[src/rtl/aes_s_box.sv]
// AES forward S-box: GF(2^8) inverse (as x^254) followed by the FIPS-197 affine map.
// Provides both the combinational result and a one-cycle registered copy.
module aes_s_box (
    input  logic       clk,
    input  logic       rst_n,
    input  logic [7:0] in,
    output logic [7:0] out,
    output logic [7:0] out_q
);

    // Multiply by x modulo x^8+x^4+x^3+x+1.
    function automatic logic [7:0] xtime(input logic [7:0] a);
        xtime = {a[6:0], 1'b0} ^ (a[7] ? 8'h1b : 8'h00);
    endfunction

    function automatic logic [7:0] gf_mul(input logic [7:0] a, input logic [7:0] b);
        logic [7:0] p;
        logic [7:0] t;
        p = 8'h00;
        t = a;
        for (int i = 0; i < 8; i++) begin
            if (b[i]) p = p ^ t;
            t = xtime(t);
        end
        gf_mul = p;
    endfunction

    function automatic logic [7:0] rotl(input logic [7:0] b, input int n);
        logic [15:0] d;
        d = {b, b} << n;
        rotl = d[15:8];
    endfunction

    // x^254 = x^2 * x^4 * ... * x^128; this also maps 0 to 0 with no special case.
    logic [7:0] sq [1:7];
    logic [7:0] inv;
    logic [7:0] prod;

    always_comb begin
        sq[1] = gf_mul(in, in);
        for (int k = 2; k <= 7; k++) begin
            sq[k] = gf_mul(sq[k-1], sq[k-1]);
        end
        prod = sq[1];
        for (int k = 2; k <= 7; k++) begin
            prod = gf_mul(prod, sq[k]);
        end
        inv = prod;
    end

    assign out = inv ^ rotl(inv, 1) ^ rotl(inv, 2) ^ rotl(inv, 3) ^ rotl(inv, 4) ^ 8'h63;

    always_ff @(posedge clk or negedge rst_n) begin
        if (!rst_n) out_q <= 8'h00;
        else        out_q <= out;
    end

endmodule

[config.mk]
export PLATFORM = sky130hd
export DESIGN_NAME = aes_s_box
export DESIGN_NICKNAME = d
export VERILOG_FILES = /design/src/rtl/aes_s_box.sv
export SDC_FILE = /design/constraint.sdc
export NUM_CORES = 1
export LEC_CHECK = 0
export ABC_CLOCK_PERIOD_IN_PS = 14100
export CAP_MARGIN = 10
export CORE_UTILIZATION = 55
export CTS_BUF_LIST = sky130_fd_sc_hd__clkbuf_4 sky130_fd_sc_hd__clkbuf_8
export CTS_CLUSTER_DIAMETER = 60
export DETAILED_ROUTE_END_ITERATION = 10
export DONT_BUFFER_PORTS = 1
export GPL_TIMING_DRIVEN = 0
export PLACE_DENSITY = 0.73
export SETUP_SLACK_MARGIN = 0.5
export SLEW_MARGIN = 20
export SYNTH_ARGS = -nofsm -noshare
export SYNTH_HDL_FRONTEND = slang
export SYNTH_SLANG_ARGS = --single-unit
[constraint.sdc]
create_clock -name clk -period 14.1 [get_ports clk]
set_clock_uncertainty 0.05 [all_clocks]
set_input_delay 0.705 -clock clk [delete_from_list [all_inputs] [get_ports clk]]
set_output_delay 0.705 -clock clk [all_outputs]
set_load 0.1 [all_outputs]
==> results of run 1 <==
==> Yosys cell counts, types with 12 or more instances <==
cell type	count	area share (%)
xnor2_1	357	22
nor2_1	271	7.0
nand2_1	188	4.9
xor2_1	98	5.9
xnor3_1	96	15
nor3_1	82	2.8
a21oi_1	68	2.3
clkbuf_1	61	1.6
nand3_1	56	1.9
o21ai_0	56	1.9
mux2i_1	46	3.2
o22ai_1	30	1.3
buf_2	25	0.86
buf_4	20	1.0
a31oi_1	19	0.82
inv_1	15	0.39
o211ai_1	15	0.77
xnor2_2	14	1.6
a211oi_1	13	0.67
xnor3_2	13	2.1
xor3_1	13	2.1
a22oi_1	12	0.62
and3_1	12	0.52
buf_6	12	0.93
mux2_2	12	0.93
nand4_1	12	0.52
or3_1	12	0.52
==> metrics by stage <==
step	hold WS [ps]	std cells	cell area, sq um
final	126	2436	19400
after global placement	360	2207	15900
after CTS	124	2401	18800
after detailed placement	360	2207	15900
after floorplan	359	1872	15500
after global routing	118	2436	19400
==> worst max-delay path by stage <==
stage	start	to	slack (ps)
after floorplan	in[7]	out[4]	-60
after global placement	in[7]	out[4]	-1960
after detailed placement	in[7]	out[4]	-2160
after CTS	in[0]	out[3]	-580
after global routing	in[7]	out[4]	-1320
final	in[0]	out[4]	-860
==> area by class of cell <==
cell class	instances	area share, %
multi-input cells	1712	81.8
inverters	20	0.425
plain buffers	132	4.65
flip-flops and latches	8	1.03
repair buffers	226	9.77
well taps	335	2.16
clock buffers	3	0.213
==> cells in the final DEF, fill, tap and decap left out, types with 10 or more instances in the layout <==
cell,netlist,routed
clkbuf_1,61,43
o22ai_1,30,25
mux2i_1,46,42
nor2_1,271,255
buf_4,20,221
xnor2_4,7,44
buf_6,12,41
a21oi_1,68,62
xnor3_2,13,56
xor2_2,4,19
xnor2_2,14,66
nor2_2,4,15
o21ai_2,1,12
o211ai_1,15,15
xnor3_1,96,53
xnor2_1,357,268
a211oi_1,13,11
nand2_1,188,181
xor2_1,98,69
or3_1,12,10
buf_12,0,11
nor3_1,82,72
and3_1,12,10
nand4_1,12,12
buf_2,25,12
o21ai_0,56,43
xor2_4,5,19
mux2_2,12,10
inv_1,15,12
nand3_1,56,51
a31oi_1,19,14
a22oi_1,12,10
==> logic make-up (layout without fill, tap and decap cells) <==
kind of cell             count (synthesis)  in the layout  synth area share [%]
buffers and inverters                  152            381                  5.42
multiplexers                            59             59                  4.20
AO/OA/AOI/OAI                          337            337                  16.0
flip-flops                               8              8                  1.38
AND/OR/NAND/NOR                        701            701                  21.5
XOR/XNOR                               608            608                  51.0
adder cells (fa/ha/maj)                  7              7                 0.602
==> layer usage <==
metal	track usage, %	vias to the layer above
met5	0	-
met4	11.6	0
met3	3.87	180
met2	61.6	928
met1	45.5	7296
li1	-	6985
==> timing repair <==
| action | CTS | global route |
|---|---|---|
| gates resized for setup | 242 | 84 |
| setup buffers | 191 | 35 |
| endpoints found under the setup margin | 16 | 16 |
| pin swaps | 146 | 53 |
==> results.md, run 1 <==
- Worst path bufs/invs: 12
- IO Count: 26
- Total CTS buffers: 3
- FF+latch area: 200 sq um
- Top reg by flops: out_q
- Post-synth EDFFs: 0
- WL final: 49600 microns
- Failing checks: setup timing
- Critical Path Source Type: input pin
- Fin crit period: 14960 ps
- Crit Path Max Fanout: 10
- Final Net Count: 2120
- Max reg flops: 8
- Max Cap Viol: 0
- Synth warn: 0
- Avg Cell Area, Syn: 7.77 sq um
- Final-report hold violation count: 0
- Cell family with most CP delay: XOR/XNOR gates
- Yosys reg bits: 8
- DRT iter0 DRCs: 1898
- Hold Path Class: input pin to async pin
- Post-synthesis sequential area ratio: 1.38%
- Crit path max-delay cell type: xnor2_4
- Most frequent CP cell: xnor3_2
- Vias in the first global route: 14500
- Endpoints failing setup: 12
- First-pass GRT wire length: 76900 microns
- Data required, critical path: 13350 ps
- Gr usage total: 35.4%
- Fraction of layout cells with a size suffix above 1: 32.4%
- Metal2 WL: 24200 microns
- Syn Inst Count: 1872
- RSZ-0062 raised after global routing: true
- DRC: 0
- Port bufs: 0
- Worst slew pin tran: 1140 ps
- Place WS: -2160 ps
- Final worst slack: -858 ps
- Critical path depth in cells: 55
- Core area: 0.0260 sq mm
- Gr ovfl total: 0
- Largest regs: out_q x8
- Antenna Cells: 0
- M1 WL: 19400 microns
- CP peak stage delay: 690 ps
- Pin count of the biggest net entering global routing: 11
- Max Freq: 66.9 MHz
- Drt via density: 6.32
- Footprint of the multi-input gates: 0.0159 sq mm
- RD Place Congestion: 0.958
- Std-Cell Rows: 59
- CTS tree: done
- Placed wire-length estimate: 33000 microns
- Initial Utilization: 56.0%
- Worst slew margin: 23.8%
- Antenna viol nets, final: 0
- H-tree Lvls: 1
- Netlist cell types: 100
- Initial antenna violation count: 0
- Fin crit share: 106%
- CTS sink cnt: 8
- Final Slew Violations: 0
- Netlist Area Pre-Place: 0.0145 sq mm
- Wirelength per Cell: 20.3 microns
- Mapped Nets: 1889
- CTS Buffer Depth: 2
- Filler cells: 1860
- Clock slew seen by the registers of the worst setup and hold paths: 40 ps
- DRT Pass-1 Iters: 6
- Detailed route wirelength on metal3: 4110 microns
- Crit. End Element: primary output
- Die Height: 165 microns
- Setup tns final: -6200 ps
- Via count: 15400
- Async set or reset register ratio after synthesis: 100%
- DIE WIDTH: 165 microns
- Post-CTS Hold Fix Bufs: 0
- Layout area overhead: 33.5%
- DIE AREA: 0.0271 sq mm
- WP data arrival: 14200 ps
- Highest metal used: met4
- Run status: complete, but fails checks
- Kind of critical path: input pin to primary output
- Clock root buffer: clkbuf_8
- Top FF cell, synth: dfrtp_1
- Fin util: 74.7%
Power of run 1 is left out: the tool's default activity adds up to more than one toggle a clock period on the data nets, which glitch-free logic cannot reach.
==> inputs of run 2 (changes only) <==
PLACE_DENSITY = 0.77   (was 0.73)
==> run 2 against run 1 <==
Net effect:
- the run still ends with setup timing left
- final area grew 4.2%
- fmax shrank 3.3%
- non-clock buffer count grew 54
- critical path type unchanged
==> results.md, run 2 (synthesis gave the netlist of run 1 again) <==
- Placed wire-length estimate: 33100 microns
- Antenna Cells: 0
- Failing checks: setup timing
- Clock slew seen by the registers of the worst setup and hold paths: 40 ps
- Crit path max-delay cell type: xnor2_4
- Worst slew pin tran: 1090 ps
- Filler cells: 1615
- Run status: complete, but fails checks
- CP peak stage delay: 680 ps
- Crit. End Element: primary output
- Cell family with most CP delay: XOR/XNOR gates
- CTS tree: done
- Met3 global-route usage: 3.11%
- Total CTS buffers: 3
- Critical Path Source: in[5]
- Via count: 16200
- Max Freq: 64.7 MHz
- Die Height: 165 microns
- Top reg by flops: out_q
- Core area: 0.0260 sq mm
- Crit Path Max Fanout: 10
- Gr usage total: 34.9%
- H-tree Lvls: 1
- Worst path bufs/invs: 13
- Max Cap Viol: 0
- Final worst slack: -1370 ps
- Met2 usage in global routing: 59.8%
- Initial Utilization: 56.0%
- FF+latch area: 200 sq um
- Kind of critical path: input pin to primary output
- CTS Buffer Depth: 2
- Fin crit share: 110%
- Fin crit period: 15470 ps
- Largest regs: out_q x8
- Std-Cell Rows: 59
- Gr ovfl total: 0
- DRC: 0
- DIE AREA: 0.0271 sq mm
- Place WS: -2200 ps
- Final-report hold violation count: 0
- Final Net Count: 2174
- DRT Pass-1 Iters: 6
- Pin count of the biggest net entering global routing: 11
- Most frequent CP cell: buf_4
- Clock root buffer: clkbuf_8
- Fraction of layout cells with a size suffix above 1: 35.5%
- WP data arrival: 14710 ps
- First-pass GRT wire length: 76100 microns
- Drt via density: 6.50
- Antenna viol nets, final: 0
- Commonest cells after routing, fill and taps aside: xnor2_1, buf_4, nor2_1, nand2_1, nor3_1
- Placed insts: 2207
- Data required, critical path: 13350 ps
- Port bufs: 0
- Footprint of the multi-input gates: 0.0162 sq mm
- DRT iter0 DRCs: 2378
- Worst slew margin: 27.0%
- Hold Path Class: input pin to async pin
- Max reg flops: 8
- DIE WIDTH: 165 microns
- Critical Path Source Type: input pin
- Vias in the first global route: 14700
- Most common cell after layout, fill and taps aside: xnor2_1
- CTS sink cnt: 8
- Met1 Track Usage GR: 45.2%
- Endpoints failing setup: 16
- Finished Layout Cells: 2490
- IO Count: 26
- RD Place Congestion: 0.952
- WL final: 53200 microns
- Final Slew Violations: 0
- Grt peak-use layer: met2
- Layout area overhead: 39.1%
- Wirelength per Cell: 21.3 microns
- RSZ-0062 raised after global routing: true
- Initial antenna violation count: 0
-- run 2: metal layers --
metal | share of wire [%] | vias up | wire length, microns
li1 | - | 7108 | -
met3 | 9.5 | 251 | 5060
met2 | 49 | 1149 | 25900
met4 | 4.8 | 0 | 2540
met1 | 37 | 7675 | 19700
met5 | 0 | - | 0
-- run 2: how the worst max path moves through the flow --
stage	to	depth (start not counted)
finish	out[4]	54
global placement	out[4]	54
detailed placement	out[4]	50
floorplan	out[4]	54
CTS	out[3]	59
global route	out[4]	53
-- run 2: timing repair --
action | in CTS | in global routing
hold buffers | 0 | 0
gates resized for setup | 241 | 157
endpoints found under the setup margin | 16 | 16
buffers inserted | 190 | 90
pin swaps | 136 | 112
-- run 2: final cells by class --
class	count	share of cell area [%]
flip-flops and latches	8	0.990
inverters	20	0.408
clock buffers	3	0.204
well taps	335	2.07
plain buffers	132	4.54
multi-input cells	1712	80.1
repair buffers	280	11.7
-- run 2: through the flow --
stage	setup TNS (ps)	utilization (%)	instance area (sq um)	hold WS, ps
final	-14900	77.8	20200	128
after global routing	-19520	77.8	20200	115
after CTS	-4200	72.0	18700	126
after detailed placement	-27860	61.2	15900	360
after global placement	-24560	61.2	15900	360
after floorplan	-101	-	15500	359
Power of run 2 is left out for the same reason.
